`src/rtl/alu_step_ctrl.sv`:
```
// Step-button sequencer for the switch ALU demo: load A -> load B -> execute -> show.
// Define BTN_DEBOUNCE_EN to insert a DB_CYC-cycle stability filter on the button.

module alu_step_ctrl #(
  parameter int DW      = 32,
  parameter int SW_W    = 8,
  parameter int ALU_LAT = 1,
  parameter int DB_CYC  = 20000
) (
  input  logic            clk,
  input  logic            reset,
  input  logic [SW_W-1:0] sw,
  input  logic [2:0]      op_sw,
  input  logic            btn,
  output logic [2:0]      alu_op,
  output logic [DW-1:0]   alu_a,
  output logic [DW-1:0]   alu_b,
  input  logic [DW-1:0]   alu_y,
  output logic [DW-1:0]   disp_val,
  output logic [1:0]      stage,
  output logic            busy
);

  typedef enum logic [1:0] {
    LOAD_A = 2'd0,
    LOAD_B = 2'd1,
    EXEC   = 2'd2,
    SHOW   = 2'd3
  } state_e;

  localparam int              LatW    = (ALU_LAT > 1) ? $clog2(ALU_LAT) : 1;
  localparam logic [LatW-1:0] LatLast = LatW'(ALU_LAT - 1);

  if (ALU_LAT < 1 || DB_CYC < 1) begin : g_bad_param
    $error("alu_step_ctrl: ALU_LAT and DB_CYC must both be at least 1");
  end

  state_e          state_q, state_d;
  logic [DW-1:0]   a_q, a_d;
  logic [DW-1:0]   b_q, b_d;
  logic [DW-1:0]   r_q, r_d;
  logic [DW-1:0]   disp_q, disp_d;
  logic [2:0]      op_q, op_d;
  logic [LatW-1:0] lat_cnt_q, lat_cnt_d;
  logic [1:0]      sync_q, sync_d;
  logic            lvl_prev_q, lvl_prev_d;
  logic            step_q, step_d;
  logic            btn_level;
  logic [DW-1:0]   sw_ext;

  assign sw_ext = DW'(sw);

  // Two-flop synchronizer; the button is fully asynchronous to clk.
  assign sync_d = {sync_q[0], btn};

`ifdef BTN_DEBOUNCE_EN
  localparam int DbW = (DB_CYC > 1) ? $clog2(DB_CYC) : 1;

  logic [DbW-1:0] db_cnt_q, db_cnt_d;
  logic           filt_q, filt_d;

  // The filtered level follows the synchronized level only after it has
  // disagreed for DB_CYC consecutive cycles; any bounce restarts the count.
  always_comb begin
    filt_d   = filt_q;
    db_cnt_d = '0;
    if (sync_q[1] != filt_q) begin
      if (db_cnt_q == DbW'(DB_CYC - 1)) begin
        filt_d = sync_q[1];
      end else begin
        db_cnt_d = db_cnt_q + 1'b1;
      end
    end
  end

  always_ff @(posedge clk or negedge reset) begin
    if (!reset) begin
      filt_q   <= 1'b0;
      db_cnt_q <= '0;
    end else begin
      filt_q   <= filt_d;
      db_cnt_q <= db_cnt_d;
    end
  end

  assign btn_level = filt_q;
`else
  assign btn_level = sync_q[1];
`endif

  assign lvl_prev_d = btn_level;
  assign step_d     = btn_level & ~lvl_prev_q;

  always_ff @(posedge clk or negedge reset) begin
    if (!reset) begin
      sync_q     <= '0;
      lvl_prev_q <= 1'b0;
      step_q     <= 1'b0;
    end else begin
      sync_q     <= sync_d;
      lvl_prev_q <= lvl_prev_d;
      step_q     <= step_d;
    end
  end

  // Sequencer; steps arriving in EXEC fall through the default hold and are lost.
  always_comb begin
    state_d   = state_q;
    a_d       = a_q;
    b_d       = b_q;
    r_d       = r_q;
    op_d      = op_q;
    lat_cnt_d = '0;
    unique case (state_q)
      LOAD_A: begin
        if (step_q) begin
          a_d     = sw_ext;
          state_d = LOAD_B;
        end
      end
      LOAD_B: begin
        if (step_q) begin
          b_d     = sw_ext;
          op_d    = op_sw;
          state_d = EXEC;
        end
      end
      EXEC: begin
        if (lat_cnt_q == LatLast) begin
          r_d     = alu_y;
          state_d = SHOW;
        end else begin
          lat_cnt_d = lat_cnt_q + 1'b1;
        end
      end
      SHOW: begin
        if (step_q) begin
          a_d     = r_q;
          state_d = LOAD_B;
        end
      end
      default: state_d = LOAD_A;
    endcase
  end

  // Display is registered so reset forces it to zero; it shows the result as
  // soon as SHOW is entered and freezes on the last operand during EXEC.
  always_comb begin
    disp_d = disp_q;
    if (state_d == SHOW) begin
      disp_d = r_d;
    end else if (state_d == LOAD_A || state_d == LOAD_B) begin
      disp_d = sw_ext;
    end
  end

  always_ff @(posedge clk or negedge reset) begin
    if (!reset) begin
      state_q   <= LOAD_A;
      a_q       <= '0;
      b_q       <= '0;
      r_q       <= '0;
      op_q      <= '0;
      disp_q    <= '0;
      lat_cnt_q <= '0;
    end else begin
      state_q   <= state_d;
      a_q       <= a_d;
      b_q       <= b_d;
      r_q       <= r_d;
      op_q      <= op_d;
      disp_q    <= disp_d;
      lat_cnt_q <= lat_cnt_d;
    end
  end

  assign alu_a    = a_q;
  assign alu_b    = b_q;
  assign alu_op   = op_q;
  assign disp_val = disp_q;
  assign stage    = state_q;
  assign busy     = (state_q == EXEC);

endmodule

```
`config.mk`:
```
export PLATFORM = sky130hd
export DESIGN_NAME = alu_step_ctrl
export DESIGN_NICKNAME = d
export VERILOG_FILES = /design/src/rtl/alu_step_ctrl.sv
export SDC_FILE = /design/constraint.sdc
export NUM_CORES = 1
export LEC_CHECK = 0
export CORE_UTILIZATION = 46
export DETAILED_ROUTE_END_ITERATION = 7
export PLACE_DENSITY = 0.8
export SYNTH_ARGS = -nofsm -noshare
export SYNTH_HDL_FRONTEND = slang
export SYNTH_SLANG_ARGS = --single-unit
```
`constraint.sdc`:
```
create_clock -name clk -period 2.45 [get_ports clk]
set_input_delay 0.3675 -clock clk [delete_from_list [all_inputs] [get_ports clk]]
set_output_delay 0.3675 -clock clk [all_outputs]
set_load 0.01 [all_outputs]
```
---- Yosys cells after proc, flatten, opt, wreduce, memory -nomap -nowiden ----
Index checks and enable logic that the tools add are counted.
word-level totals
  bits in registers ....................... 114
  logic and storage cells ................. 41
cells by class
  mux-type cells .......................... 13
  bitwise operators ....................... 2
  $add $sub $neg .......................... 1
  reduce and logical (&&, ||, !) cells .... 8
  equal/unequal tests ..................... 7
operator list
  operator                                             number
  2-to-1 mux 32 bit                                    6
  case mux 32 bit (2 select lines)                     1
  equality test 2 bit, second input constant           3
  2-to-1 mux 2 bit                                     3
  case mux 2 bit (3 select lines)                      1
  equality test 2 x 1 -> 1 bit, second input constant  2
  logical NOT 2 bit                                    2
  inequality test 2 bit, second input constant         2
  nonzero test 2 bit                                   2
  AND reduction 3 bit                                  1
  2-to-1 mux 1 bit                                     2
  AND reduction 2 bit                                  1
  OR reduction 2 bit                                   1
  adder 1 bit, second input constant                   1
  bitwise AND 1 bit                                    1
  logical OR 1 bit                                     1
  NOT 1 bit                                            1

---- Depth between registers and ports, before layout ----
  depth in word-level cells ............... 7
  depth in mapped cells ................... 8

---- Worst setup path after synthesis ----
OpenSTA, ideal clock, no wires.
  kind .................................... reg2reg
  start point ............................. register state_q[0] (netlist: stage[0])
  end point ............................... register disp_q[10] (netlist: disp_val[10])
  arrival time ............................ 1,921 ps
  library setup time ...................... 121 ps
  slack ................................... 408 ps
  cell stages (with the launch flop) ...... 8
  required time ........................... 2,329 ps
  cell sequence ........................... dfrtp_1 -> inv_1 -> ha_1 -> buf_2 -> buf_4 -> buf_2 -> mux2_2 -> a22o_1
between the ends
  elaborated cells between the ends (all ways) .. 16
RTL lines
  element                 line  source
  start, declared         38    state_e state_q, state_d;
  start signal, assigned  167   state_q <= state_d;
  equality test 2 bit     --
  net busy                21    output logic busy
  2-to-1 mux 32 bit       114   unique case (state_q)
  net r_d[10]             41    logic [DW-1:0] r_q, r_d;
  2-to-1 mux 32 bit       150   if (state_d == SHOW) begin
  end signal, assigned    172   disp_q <= disp_d;
  end, declared           42    logic [DW-1:0] disp_q, disp_d;
The timed path passes the listed nets, and every way through them passes these cells.
A chain may end at the register's enable or synchronous reset.

---- Final worst setup path ----
  start point ............................. register state_q[0] (netlist: stage[0])
  end point ............................... output port busy
between the ends
  cells in the longest elaborated chain, start to end .. 1
RTL lines
  element              line  source
  equality test 2 bit  182   assign busy = (state_q == EXEC);
  end, declared        21
No other way between the ends.

==> flow_metrics.tcl <==
set metrics [dict create \
    status "completed" \
    whs_path_depth 1 \
    gr-usage-met3 0.0531 \
    setup_viol 0 \
    cts.reportedPaths.clkPinSlew_ps 50 \
    max_freq_mhz 420 \
    synth-async-reset-ratio 1.00 \
    layout.area.seq_sq_mm 0.00283 \
    ff2ff_path_depth 6 \
    cts_tree "done" \
    ios 148 \
    synthTopCellsByCount "113 x dfrtp_1, 48 x a22o_1, 43 x mux2_2" \
    antenna_found_initial 0 \
    r2r_slack_ps 240 \
    top_usage_layer "met2" \
    path_buf_inv 2 \
    worst_pin_slew_ps 634 \
    synth_warnings 0 \
    cpMaxStageDelayCell "clkdlybuf4s50_1" \
    num_antenna_cells 0 \
    cts_buffer_depth 2 \
    yosysTopAreaCell "dfrtp_1" \
    wl_per_cell_um 17.6 \
    worstPathRequired_ps 2080 \
    multi_input_area_sq_mm 0.00155 \
    power_density_mw_per_mm2 1440 \
    leakagePower_nw 2.94 \
    synth_edf_count 0 \
    drtPass1Iterations 4 \
    grt_pass1_wl_um 16900 \
    holdPathEnd "sync_q[0]$_DFF_PN0_" \
    grt_usage 0.221 \
    final.period_utilization 0.971 \
    dr.first_iter.drc_count 134 \
    avgViaCountPerCell 5.20 \
    ys.flop_type "dfrtp_1" \
    placementRows 36 \
    r2r-start "stage[1]$_DFF_PN0_" \
    synth.avg_cell_area_sq_um 13.8 \
    syn_area_sq_mm 0.00457 \
    critPathLaunchType "flip-flop" \
    vias 3167 \
    ys_ff_latch 113 \
    nNetsFinal 515 \
    setup_tns_ps 0 \
    synth.area.top_cells "dfrtp_1 62%, mux2_2 11%, a22o_1 9.2%" \
    synth_most_common_cell "dfrtp_1" \
    grt_pass1_vias 3294 \
    detail_route.drc_violations 0 \
    met1_usage 0.266 \
    slew_viol_final 0 \
    numCtsBuffers 17 \
    crit_type "reg -> out" \
    min_from "btn" \
    nFillCells 719 \
    clock-root-buffer "clkbuf_8" \
    worstPathArrival_ps 2010 \
    ys_seq_area_frac 0.619 \
    synth_top_cell_area_share 0.619 \
    routed_wirelength_um 10700 \
    path_cells "inv_1 -> ha_4 -> clkdlybuf4s50_1" \
    ir_drop_uv 682 \
    max_cap_viol_count 0 \
    start_util 0.472 \
    postRouteAntennaNets 0 \
    cp-end-kind "output pin" \
    crit_family "buffers and inverters" \
    dieHeight_um 102 \
    dieArea_sq_mm 0.0103 \
    maxSlewHeadroom 0.575 \
    grtUsageMet2 0.381 \
    period_minus_slack_ps 2380 \
    place_congestion 0.836 \
    core_sq_mm 0.00968 \
    grt_max_degree 53 \
    crit_path_max_incr_delay_ps 580 \
    port_buffers 123 \
    drive_gt1_frac 0.191 \
    fp.dieW_um 102 \
    rsz0062_at_grt "no" \
    numClockSinks 113 \
    cts_setup_buffers 0 \
    skew_ps 6.41 \
    syn_inst 332 \
    finalHoldViolCount 0 \
    dp_hpwl_um 6930 \
    grt_overflow 0 \
    finalPower_mw 9.48 \
    h-tree-depth 4 \
    cp_max_fo 12 \
    ys_types 28 \
    hp-class "in -> reg" \
    areaGrowthSynthToFinish_pct 43.6 \
    r2r-end "disp_val[6]$_DFFE_PN0P_" \
    insertion_delay_ps 490 \
]
-- worst reg2reg max path, stage by stage, from the launching register on --
cell	delay, ps
dfrtp_1	520
inv_1	150
ha_1	340
nand2b_1	110
a21o_1	460
a21oi_1	170
o31ai_1	350
-- where the power goes --
part,leakage (nW),switching (mW),total (mW),internal [mW]
logic,1.20,1.68,3.62,1.94
registers,1.41,0.452,3.09,2.64
clock network,0.327,0.810,2.77,1.96
total,2.94,2.94,9.48,6.53
-- how the worst max path moves through the flow --
stage	start	endpoint	slack, ps	cells past startpoint
floorplan	stage[0]$_DFF_PN0_	disp_val[10]$_DFFE_PN0P_	410	7
global placement	stage[0]$_DFF_PN0_	disp_val[30]$_DFFE_PN0P_	490	5
detailed placement	stage[0]$_DFF_PN0_	disp_val[11]$_DFFE_PN0P_	400	5
CTS	stage[0]$_DFF_PN0_	busy	80	3
global route	stage[0]$_DFF_PN0_	busy	10	3
finish	stage[0]$_DFF_PN0_	busy	70	3
-- flip-flops by register name (all words and copies together), names as in the netlist --
signal,flops
sync_q,2
stage,2
disp_val,32
alu_b,8
r_q,32
alu_a,32
step_q,1
alu_op,3
lvl_prev_q,1
-- placed cells by master (no fill, tap or decap), drive strengths merged, types with 2 or more instances in the layout --
| master | n |
|---|---|
| clkdlybuf4s50 | 122 |
| dfrtp | 113 |
| a22o | 48 |
| mux2 | 43 |
| conb | 24 |
| clkbuf | 22 |
| nand2 | 17 |
| buf | 12 |
| o21ai | 10 |
| a21oi | 9 |
| mux2i | 8 |
| and3b | 8 |
| o31ai | 8 |
| bufinv | 6 |
| ha | 5 |
| inv | 3 |
| nor2 | 3 |
| nor2b | 2 |
| and2 | 2 |
| clkinv | 2 |
-- routing by layer --
layer	vias up	part of all wire
li1	1416	-
met1	1634	0.42
met2	104	0.52
met3	13	0.042
met4	0	0.015
met5	-	0
-- cells by family after synthesis --
kind of cell	after synthesis	synth area share
flip-flops	113	0.619
multiplexers	51	0.123
buffers and inverters	48	0.0668
other	1	0.000820
adder cells (fa/ha/maj)	5	0.0137
AND/OR/NAND/NOR	35	0.0411
AO/OA/AOI/OAI	79	0.136
-- what timing repair did --
item	in CTS	in global routing
hold endpoints to repair	33	0
gates resized for setup	1	0
endpoints found under the setup margin	1	0
hold buffers	1	0
-- stage by stage --
| step | instance area [sq um] | utilization | cells | hold slack, ps | setup slack (ps) |
|---|---|---|---|---|---|
| after floorplan | 4660 | - | 355 | 71.9 | 408 |
| after global placement | 5870 | 0.606 | 577 | 338 | 492 |
| after detailed placement | 5870 | 0.606 | 577 | 346 | 396 |
| after CTS | 6560 | 0.678 | 609 | 292 | 78.4 |
| after global routing | 6560 | 0.678 | 609 | 298 | 9.66 |
| final | 6560 | 0.678 | 609 | 319 | 70.2 |
-- layout make-up --
cell class	count	area share
sequential	113	0.431
multi-input combinational	194	0.236
timing repair buffer	135	0.203
clock buffer	22	0.0721
clock inverter	9	0.0307
tap	133	0.0254
inverter	3	0.00172
No activity file was read; power rests on OpenSTA's default activity.
